[src/rtl/id_ex_stage.sv]
// id_ex_stage: ID/EX pipeline register with load-use stall, bubble insertion and branch flush; define HAZARD_STATS_EN for hazard counters
module id_ex_stage #(
    parameter int N = 64
`ifdef HAZARD_STATS_EN
    , parameter int CNT_W = 32
`endif
) (
    input  logic         clk,
    input  logic         reset_n,
    input  logic         IF_ID_valid,
    input  logic [4:0]   IF_ID_rs1,
    input  logic [4:0]   IF_ID_rs2,
    input  logic [4:0]   IF_ID_rd,
    input  logic         IF_ID_useRs1,
    input  logic         IF_ID_useRs2,
    input  logic         IF_ID_regWrite,
    input  logic         IF_ID_memRead,
    input  logic         IF_ID_memWrite,
    input  logic         IF_ID_memtoReg,
    input  logic         IF_ID_aluSrc,
    input  logic         IF_ID_branch,
    input  logic [3:0]   IF_ID_aluControl,
    input  logic [N-1:0] IF_ID_readData1,
    input  logic [N-1:0] IF_ID_readData2,
    input  logic [N-1:0] IF_ID_signImm,
    input  logic [N-1:0] IF_ID_pc,
    input  logic         flush,
    input  logic         hold,
    output logic         ID_EX_valid,
    output logic [4:0]   ID_EX_rs1,
    output logic [4:0]   ID_EX_rs2,
    output logic [4:0]   ID_EX_rd,
    output logic         ID_EX_useRs1,
    output logic         ID_EX_useRs2,
    output logic         ID_EX_regWrite,
    output logic         ID_EX_memRead,
    output logic         ID_EX_memWrite,
    output logic         ID_EX_memtoReg,
    output logic         ID_EX_aluSrc,
    output logic         ID_EX_branch,
    output logic [3:0]   ID_EX_aluControl,
    output logic [N-1:0] ID_EX_readData1,
    output logic [N-1:0] ID_EX_readData2,
    output logic [N-1:0] ID_EX_signImm,
    output logic [N-1:0] ID_EX_pc,
`ifdef HAZARD_STATS_EN
    output logic [CNT_W-1:0] bubble_count,
    output logic [CNT_W-1:0] flush_count,
`endif
    output logic         stall
);
    logic w_lu;
    logic w_load;
    logic w_bub;

    // load-use detection; XZR never hazards, and a reset pipeline never stalls
    always_comb begin
        w_lu = ID_EX_valid & ID_EX_memRead & (ID_EX_rd != 5'd31) & IF_ID_valid &
               ((IF_ID_useRs1 & (IF_ID_rs1 == ID_EX_rd)) | (IF_ID_useRs2 & (IF_ID_rs2 == ID_EX_rd)));
        stall  = reset_n & (w_lu | hold) & ~flush;
        w_load = flush | ~hold;
        w_bub  = flush | w_lu | ~IF_ID_valid;
    end

    // pipeline register: flush > hold > load-use bubble > capture
    always_ff @(posedge clk or negedge reset_n) begin
        if (!reset_n) begin
            ID_EX_valid      <= 1'b0;
            ID_EX_rs1        <= '0;
            ID_EX_rs2        <= '0;
            ID_EX_rd         <= '0;
            ID_EX_useRs1     <= 1'b0;
            ID_EX_useRs2     <= 1'b0;
            ID_EX_regWrite   <= 1'b0;
            ID_EX_memRead    <= 1'b0;
            ID_EX_memWrite   <= 1'b0;
            ID_EX_memtoReg   <= 1'b0;
            ID_EX_aluSrc     <= 1'b0;
            ID_EX_branch     <= 1'b0;
            ID_EX_aluControl <= '0;
            ID_EX_readData1  <= '0;
            ID_EX_readData2  <= '0;
            ID_EX_signImm    <= '0;
            ID_EX_pc         <= '0;
        end else if (w_load) begin
            ID_EX_valid      <= ~w_bub;
            ID_EX_rs1        <= w_bub ? 5'd31 : IF_ID_rs1;
            ID_EX_rs2        <= w_bub ? 5'd31 : IF_ID_rs2;
            ID_EX_rd         <= w_bub ? 5'd31 : IF_ID_rd;
            ID_EX_useRs1     <= ~w_bub & IF_ID_useRs1;
            ID_EX_useRs2     <= ~w_bub & IF_ID_useRs2;
            ID_EX_regWrite   <= ~w_bub & IF_ID_regWrite;
            ID_EX_memRead    <= ~w_bub & IF_ID_memRead;
            ID_EX_memWrite   <= ~w_bub & IF_ID_memWrite;
            ID_EX_memtoReg   <= ~w_bub & IF_ID_memtoReg;
            ID_EX_aluSrc     <= ~w_bub & IF_ID_aluSrc;
            ID_EX_branch     <= ~w_bub & IF_ID_branch;
            ID_EX_aluControl <= w_bub ? '0 : IF_ID_aluControl;
            ID_EX_readData1  <= w_bub ? '0 : IF_ID_readData1;
            ID_EX_readData2  <= w_bub ? '0 : IF_ID_readData2;
            ID_EX_signImm    <= w_bub ? '0 : IF_ID_signImm;
            ID_EX_pc         <= w_bub ? '0 : IF_ID_pc;
        end
    end

`ifdef HAZARD_STATS_EN
    // saturating counts of load-use bubbles and flush bubbles
    always_ff @(posedge clk or negedge reset_n) begin
        if (!reset_n) begin
            bubble_count <= '0;
            flush_count  <= '0;
        end else begin
            if (~flush & ~hold & w_lu & ~&bubble_count) bubble_count <= bubble_count + 1'b1;
            if (flush & ~&flush_count) flush_count <= flush_count + 1'b1;
        end
    end
`endif
endmodule

[config.mk]
export PLATFORM = sky130hd
export DESIGN_NAME = id_ex_stage
export DESIGN_NICKNAME = d
export VERILOG_FILES = /design/src/rtl/id_ex_stage.sv
export SDC_FILE = /design/constraint.sdc
export NUM_CORES = 1
export LEC_CHECK = 0
export BUFFER_PORTS_ARGS = -buffer_cell sky130_fd_sc_hd__buf_2
export CAP_MARGIN = 0
export CELL_PAD_IN_SITES_DETAIL_PLACEMENT = 0
export CELL_PAD_IN_SITES_GLOBAL_PLACEMENT = 1
export CORE_UTILIZATION = 25
export CTS_CLUSTER_SIZE = 12
export DETAILED_ROUTE_END_ITERATION = 10
export PLACE_DENSITY_LB_ADDON = 0.05
export SLEW_MARGIN = 20
export SYNTH_ARGS = -nofsm -noshare
export SYNTH_HDL_FRONTEND = slang
export SYNTH_SLANG_ARGS = --single-unit
[constraint.sdc]
create_clock -name clk -period 2 [get_ports clk]
set_input_delay 0.2 -clock clk [delete_from_list [all_inputs] [get_ports clk]]
set_output_delay 0.2 -clock clk [all_outputs]
set_load 0.01 [all_outputs]
==> flow_metrics.tcl, run 1 <==
set metrics [dict create \
    cts_buffer_depth 3 \
    rsz0062_at_grt "yes" \
    die_width_um 230 \
    start_util_pct 25.3 \
    cts_buffers 37 \
    total_power_w 0.0157 \
    grt-ovfl-total 0 \
    vias_per_cell 4.98 \
    drt_iter0_markers 907 \
    reg2reg_depth 7 \
    core_area_mm2 0.0513 \
    cp_slowest_cell "dfrtp_2" \
    vias 14100 \
    r2r_setup_slack_ps 90 \
    cpPeakStageDelay_ps 450 \
    cts-root-buf "clkbuf_16" \
    port_buffers 572 \
    ir_drop_mv 0.470 \
    setup_tns_ps -48.1 \
    finalMaxSlewViolations 0 \
    synthesis.nets 1606 \
    startpoint_type "flop" \
    ys_seq_elements 284 \
    cts_tree "built" \
    synth-seq-area-share_pct 54.7 \
    ioPinCount 573 \
    ant_nets 0 \
    design_area_mm2 0.0211 \
    drt-total-wl_um 57700 \
    crit_path_end_kind "primary output" \
    grt_pass1_vias 13800 \
    synth_warnings 0 \
    crit_type "reg -> out" \
    syn_area_mm2 0.0130 \
    row_count 83 \
    crit_chain "xnor2_1 -> nand4_1 -> o22a_1 -> o21ai_1 -> buf_2" \
    grt_usage_pct 20.9 \
    critPathCapture "stall" \
    fin_crit_ps 2050 \
    routabilityCongestion 0.787 \
    fin_skew_ps 11.8 \
    slew_headroom_pct 55.8 \
    dp_hpwl_um 39200 \
    max_freq_mhz 488 \
    finalNetCount 2417 \
    htreeDepth 2 \
    firstDrtPassIters 5 \
    hold_path.class "in -> async" \
    timing.hold.ws_ps 112 \
    insertion_delay_ps 540 \
    yosys-top-cells-area "dfrtp_1 (55%), a32oi_1 (18%), o21ai_0 (10%)" \
    hold_viol_final 0 \
    drc_errors 0 \
    die_h_um 230 \
    placed_area_mm2 0.0169 \
    synth_top_area_share_pct 54.7 \
    grt_max_degree 78 \
    crit_start "ID_EX_rd[2]$_DFFE_PN0P_" \
    status "finished, violations left" \
    cp_max_fo 5 \
    clk_pin_slew_ps 60 \
    cp.arrival_ps 1850 \
    grt_pass1_wl_um 86500 \
    worst_pin_slew_ps 663 \
    syn_to_final_growth_pct 62.1 \
    drive_above_1_share_pct 32.9 \
    wire_per_inst_um 20.3 \
    fin_crit_sh_pct 102 \
    syn_avg_cell_area_um2 9.87 \
    setup_viol 1 \
    violations "setup timing" \
    final_util_pct 41.1 \
    syn_inst 1318 \
    ys_types 23 \
    cellPowerDensity_mw_per_mm2 743 \
    maxCapViolations 0 \
    antenna_found_initial 2 \
    die_area_mm2 0.0529 \
    cts.sinks 284 \
    total_leakage_power_nw 9.57 \
    rr_startpoint "ID_EX_rd[2]$_DFFE_PN0P_" \
    fin_ws_ps -48.1 \
    reg2reg_to "ID_EX_pc[29]$_DFFE_PN0P_" \
    crit_required_ps 1800 \
    yosys.area.top_type "dfrtp_1" \
]
==> report_power, final <==
part	total, W	internal (W)	switching [W]
Clock	0.00655	0.00390	0.00264
Combinational	0.00271	0.00126	0.00146
Sequential	0.00639	0.00616	0.000238
Total	0.0157	0.0113	0.00434
==> sequential cells by signal, indices dropped and copies added (netlist names), 4 cells and up <==
signal,count
ID_EX_rs1,5
ID_EX_rs2,5
ID_EX_aluControl,4
ID_EX_readData2,64
ID_EX_pc,64
ID_EX_rd,5
ID_EX_readData1,64
ID_EX_signImm,64
==> layout by cell type, fill, tap and decap left out, drive strengths merged, types with 10 or more instances in the layout <==
cell type	n
a32oi	268
dfrtp	284
nand2	273
o21ai	270
dlygate4sd3	284
a21oi	15
buf	641
xnor2	10
nor2	16
clkbuf	56
o32ai	15
==> critical path, delay by kind of cell (launching register included) <==
kind	cells	cell delay (ps)
AOI/OAI and AO/OA	2	400
xor gates and xnor gates	1	160
buffers and inverters	1	170
DFF	1	450
and+or+nand+nor	1	140
==> area by class of cell <==
class	instances	area, µm²
tap	680	851
inverter	1	3.75
sequential	284	7110
multi-input combinational	879	5240
clock inverter	8	68.8
clock buffer	55	1100
antenna	2	5.00
timing repair buffer	926	6700
fill	5182	30200
==> Yosys cell counts (all sizes together) <==
cell     count
a21oi       15
a22oi        1
a32oi      268
and2         1
buf         38
clkbuf     116
dfrtp      284
inv          1
nand2      273
nand2b       1
nand4        3
nor2        16
nor2b        2
o2111a       1
o2111ai      1
o21ai      270
o22a         1
o22ai        1
o32ai       15
xnor2       10
==> worst min-delay path by stage <==
stage	end	depth (start not counted)
detailed placement	ID_EX_readData1[8]$_DFFE_PN0P_	1
CTS	ID_EX_readData2[19]$_DFFE_PN0P_	2
global route	ID_EX_readData1[8]$_DFFE_PN0P_	2
global placement	ID_EX_readData1[8]$_DFFE_PN0P_	1
floorplan	ID_EX_aluControl[0]$_DFFE_PN0P_	0
finish	ID_EX_readData1[8]$_DFFE_PN0P_	2
==> kinds of logic (layout without fill, tap and decap cells) <==
family | after synthesis | in the layout | share of synthesized area [%]
compound gates | 573 | 573 | 30.5
simple gates | 296 | 296 | 8.68
flops | 284 | 284 | 54.7
buf+inv | 155 | 990 | 5.53
xor+xnor | 10 | 10 | 0.674
other cells | 0 | 2 | 0
==> metal layers <==
layer | vias up | share of wire [%] | track usage (%)
li1 | 6650 | - | -
met1 | 6884 | 43 | 27.3
met2 | 500 | 47 | 33.5
met3 | 89 | 6.4 | 4.84
met4 | 0 | 3.2 | 7.47
met5 | - | 0 | 0
==> metrics by stage <==
step	cells	setup slack, ps
CTS	2831	-83.9
global route	2835	-141
floorplan	1318	365
global placement	2478	145
finish	2835	-48.1
detailed placement	2478	110
==> repair_timing <==
item,4_1_cts,5_1_grt
hold buffers,284,0
buffers inserted,6,1
gates cloned,0,1
endpoints found under the setup margin,1,31
endpoints found under the hold margin,567,0
gates resized for setup,4,7
pin swaps,10,4
(Power assumes the default switching activity.)
==> run 2, diff against run 1 <==
clock period = 1.8 ns   (was 2 ns; I/O delays follow)
==> flow_metrics.tcl, run 2 (synthesized netlist as in run 1, its figures left out) <==
set metrics [dict create \
    r2r_setup_slack_ps -30 \
    cts_buffers 38 \
    hold_path.class "in -> reg" \
    drc_errors 0 \
    grt-ovfl-total 0 \
    cts-root-buf "clkbuf_16" \
    grt_usage_pct 20.8 \
    grt_pass1_wl_um 86500 \
    startpoint_type "flop" \
    design_area_mm2 0.0232 \
    hold_depth 3 \
    cp_slowest_cell "dfrtp_2" \
    cpPeakStageDelay_ps 440 \
    ant_nets 0 \
    vias_per_cell 5.04 \
    crit_type "reg -> out" \
    cts_tree "built" \
    row_count 83 \
    cellPowerDensity_mw_per_mm2 807 \
    fin_ws_ps -200 \
    final_cell_mix "buf_2 (571), dlygate4sd3_1 (285), dfrtp_1 (281)" \
    fin_skew_ps 13.0 \
    max_freq_mhz 500 \
    grt.busiest_layer "met2" \
    ir_drop_mv 0.519 \
    grt_max_degree 155 \
    wire_per_inst_um 21.3 \
    firstDrtPassIters 5 \
    die_h_um 230 \
    status "finished, violations left" \
    slew_headroom_pct 18.1 \
    worst_pin_slew_ps 1230 \
    drive_above_1_share_pct 44.9 \
    crit_chain "xnor2_1 -> nand4_1 -> o22a_1 -> o21ai_1 -> buf_2" \
    total_leakage_power_nw 10.6 \
    drt_iter0_markers 895 \
    rr_startpoint "ID_EX_rd[4]$_DFFE_PN0P_" \
    dp_hpwl_um 39400 \
    ioPinCount 573 \
    routabilityCongestion 0.801 \
    grt_util_met1_pct 26.8 \
    reg2reg_depth 8 \
    port_buffers 572 \
    finalMaxSlewViolations 0 \
    diodes 0 \
    met3_usage_pct 5.10 \
    maxCapViolations 0 \
    placed_area_mm2 0.0171 \
    final_common_cell "buf_2" \
    die_width_um 230 \
    htreeDepth 2 \
    core_area_mm2 0.0513 \
    setup_viol 60 \
    timing.hold.ws_ps 9.83 \
    fin_crit_ps 2000 \
    hold-path-endpoint "ID_EX_rs2[0]$_DFFE_PN0P_" \
    rsz0062_at_grt "yes" \
    die_area_mm2 0.0529 \
    cts.sinks 284 \
    cp.arrival_ps 1820 \
    hold_start "IF_ID_rs2[0]" \
    nFillCells 5074 \
    grt_pass1_vias 13900 \
    cp_max_fo 4 \
    crit_path_end_kind "primary output" \
    violations "setup timing" \
    cts_buffer_depth 3 \
    antenna_found_initial 1 \
    drt-total-wl_um 61500 \
    reg2reg_to "ID_EX_signImm[46]$_DFFE_PN0P_" \
    hold_viol_final 0 \
    vias 14500 \
    use_met2_pct 33.7 \
    start_util_pct 25.3 \
    fin_crit_sh_pct 111 \
    crit_required_ps 1620 \
    clk_pin_slew_ps 60 \
    insertion_delay_ps 550 \
    syn_to_final_growth_pct 78.7 \
    finalNetCount 2466 \
]
[run 2: power breakdown]
group / total [W] / internal, W / leakage [nW] / switching (W)
combinational: 0.00351 / 0.00169 / 6.23 / 0.00183
clock: 0.00814 / 0.00509 / 0.644 / 0.00305
sequential: 0.00711 / 0.00684 / 3.73 / 0.000274
[run 2: worst max path at each step]
| stage | startpoint | endpoint |
|---|---|---|
| after floorplan | ID_EX_rd[2]$_DFFE_PN0P_ | ID_EX_readData1[41]$_DFFE_PN0P_ |
| after global placement | ID_EX_rd[2]$_DFFE_PN0P_ | ID_EX_readData2[10]$_DFFE_PN0P_ |
| after detailed placement | ID_EX_rd[3]$_DFFE_PN0P_ | ID_EX_readData2[28]$_DFFE_PN0P_ |
| after CTS | ID_EX_rd[0]$_DFFE_PN0P_ | stall |
| after global routing | ID_EX_rd[2]$_DFFE_PN0P_ | stall |
| final | ID_EX_rd[0]$_DFFE_PN0P_ | stall |
[run 2: area by class of cell]
cell class	instances	area (µm²)	share of cell area, %
sequential	284	7110	30.6
clock buffer	53	1090	4.70
multi-input combinational	879	6160	26.5
tap	680	851	3.66
clock inverter	15	230	0.991
timing repair buffer	974	7790	33.5
inverter	1	3.75	0.0162
[run 2: through the flow]
step,std cells,util (%),setup slack [ps],setup TNS (ps),total power [W]
global placement,2489,33.3,28.3,0,0.00970
global route,2886,45.3,-318,-17370,0.0196
detailed placement,2489,33.3,-30.3,-513,0.00972
finish,2886,45.3,-200,-812,0.0188
floorplan,1318,-,165,0,0.00816
CTS,2848,41.6,-248,-248,0.0186
[run 2: critical path: cells and delay by family, from the launching register on]
kind / cells / cell delay (ps)
xor+xnor: 1 / 160
buf+inv: 1 / 160
compound gates: 2 / 380
simple gates: 1 / 130
flops: 1 / 440
[run 2: routing by layer]
metal	wire length (µm)	share of wire (%)
met1	25800	42
met2	29900	49
met3	3660	5.9
met4	2060	3.3
met5	13	0.021
[run 2: timing repair]
item | CTS | global route
cloned | 0 | 30
gates resized for setup | 6 | 511
hold buffers | 285 | 0
setup buffers | 6 | 10
pin swaps | 12 | 230
setup endpoints to repair | 42 | 265
endpoints found under the hold margin | 567 | 0
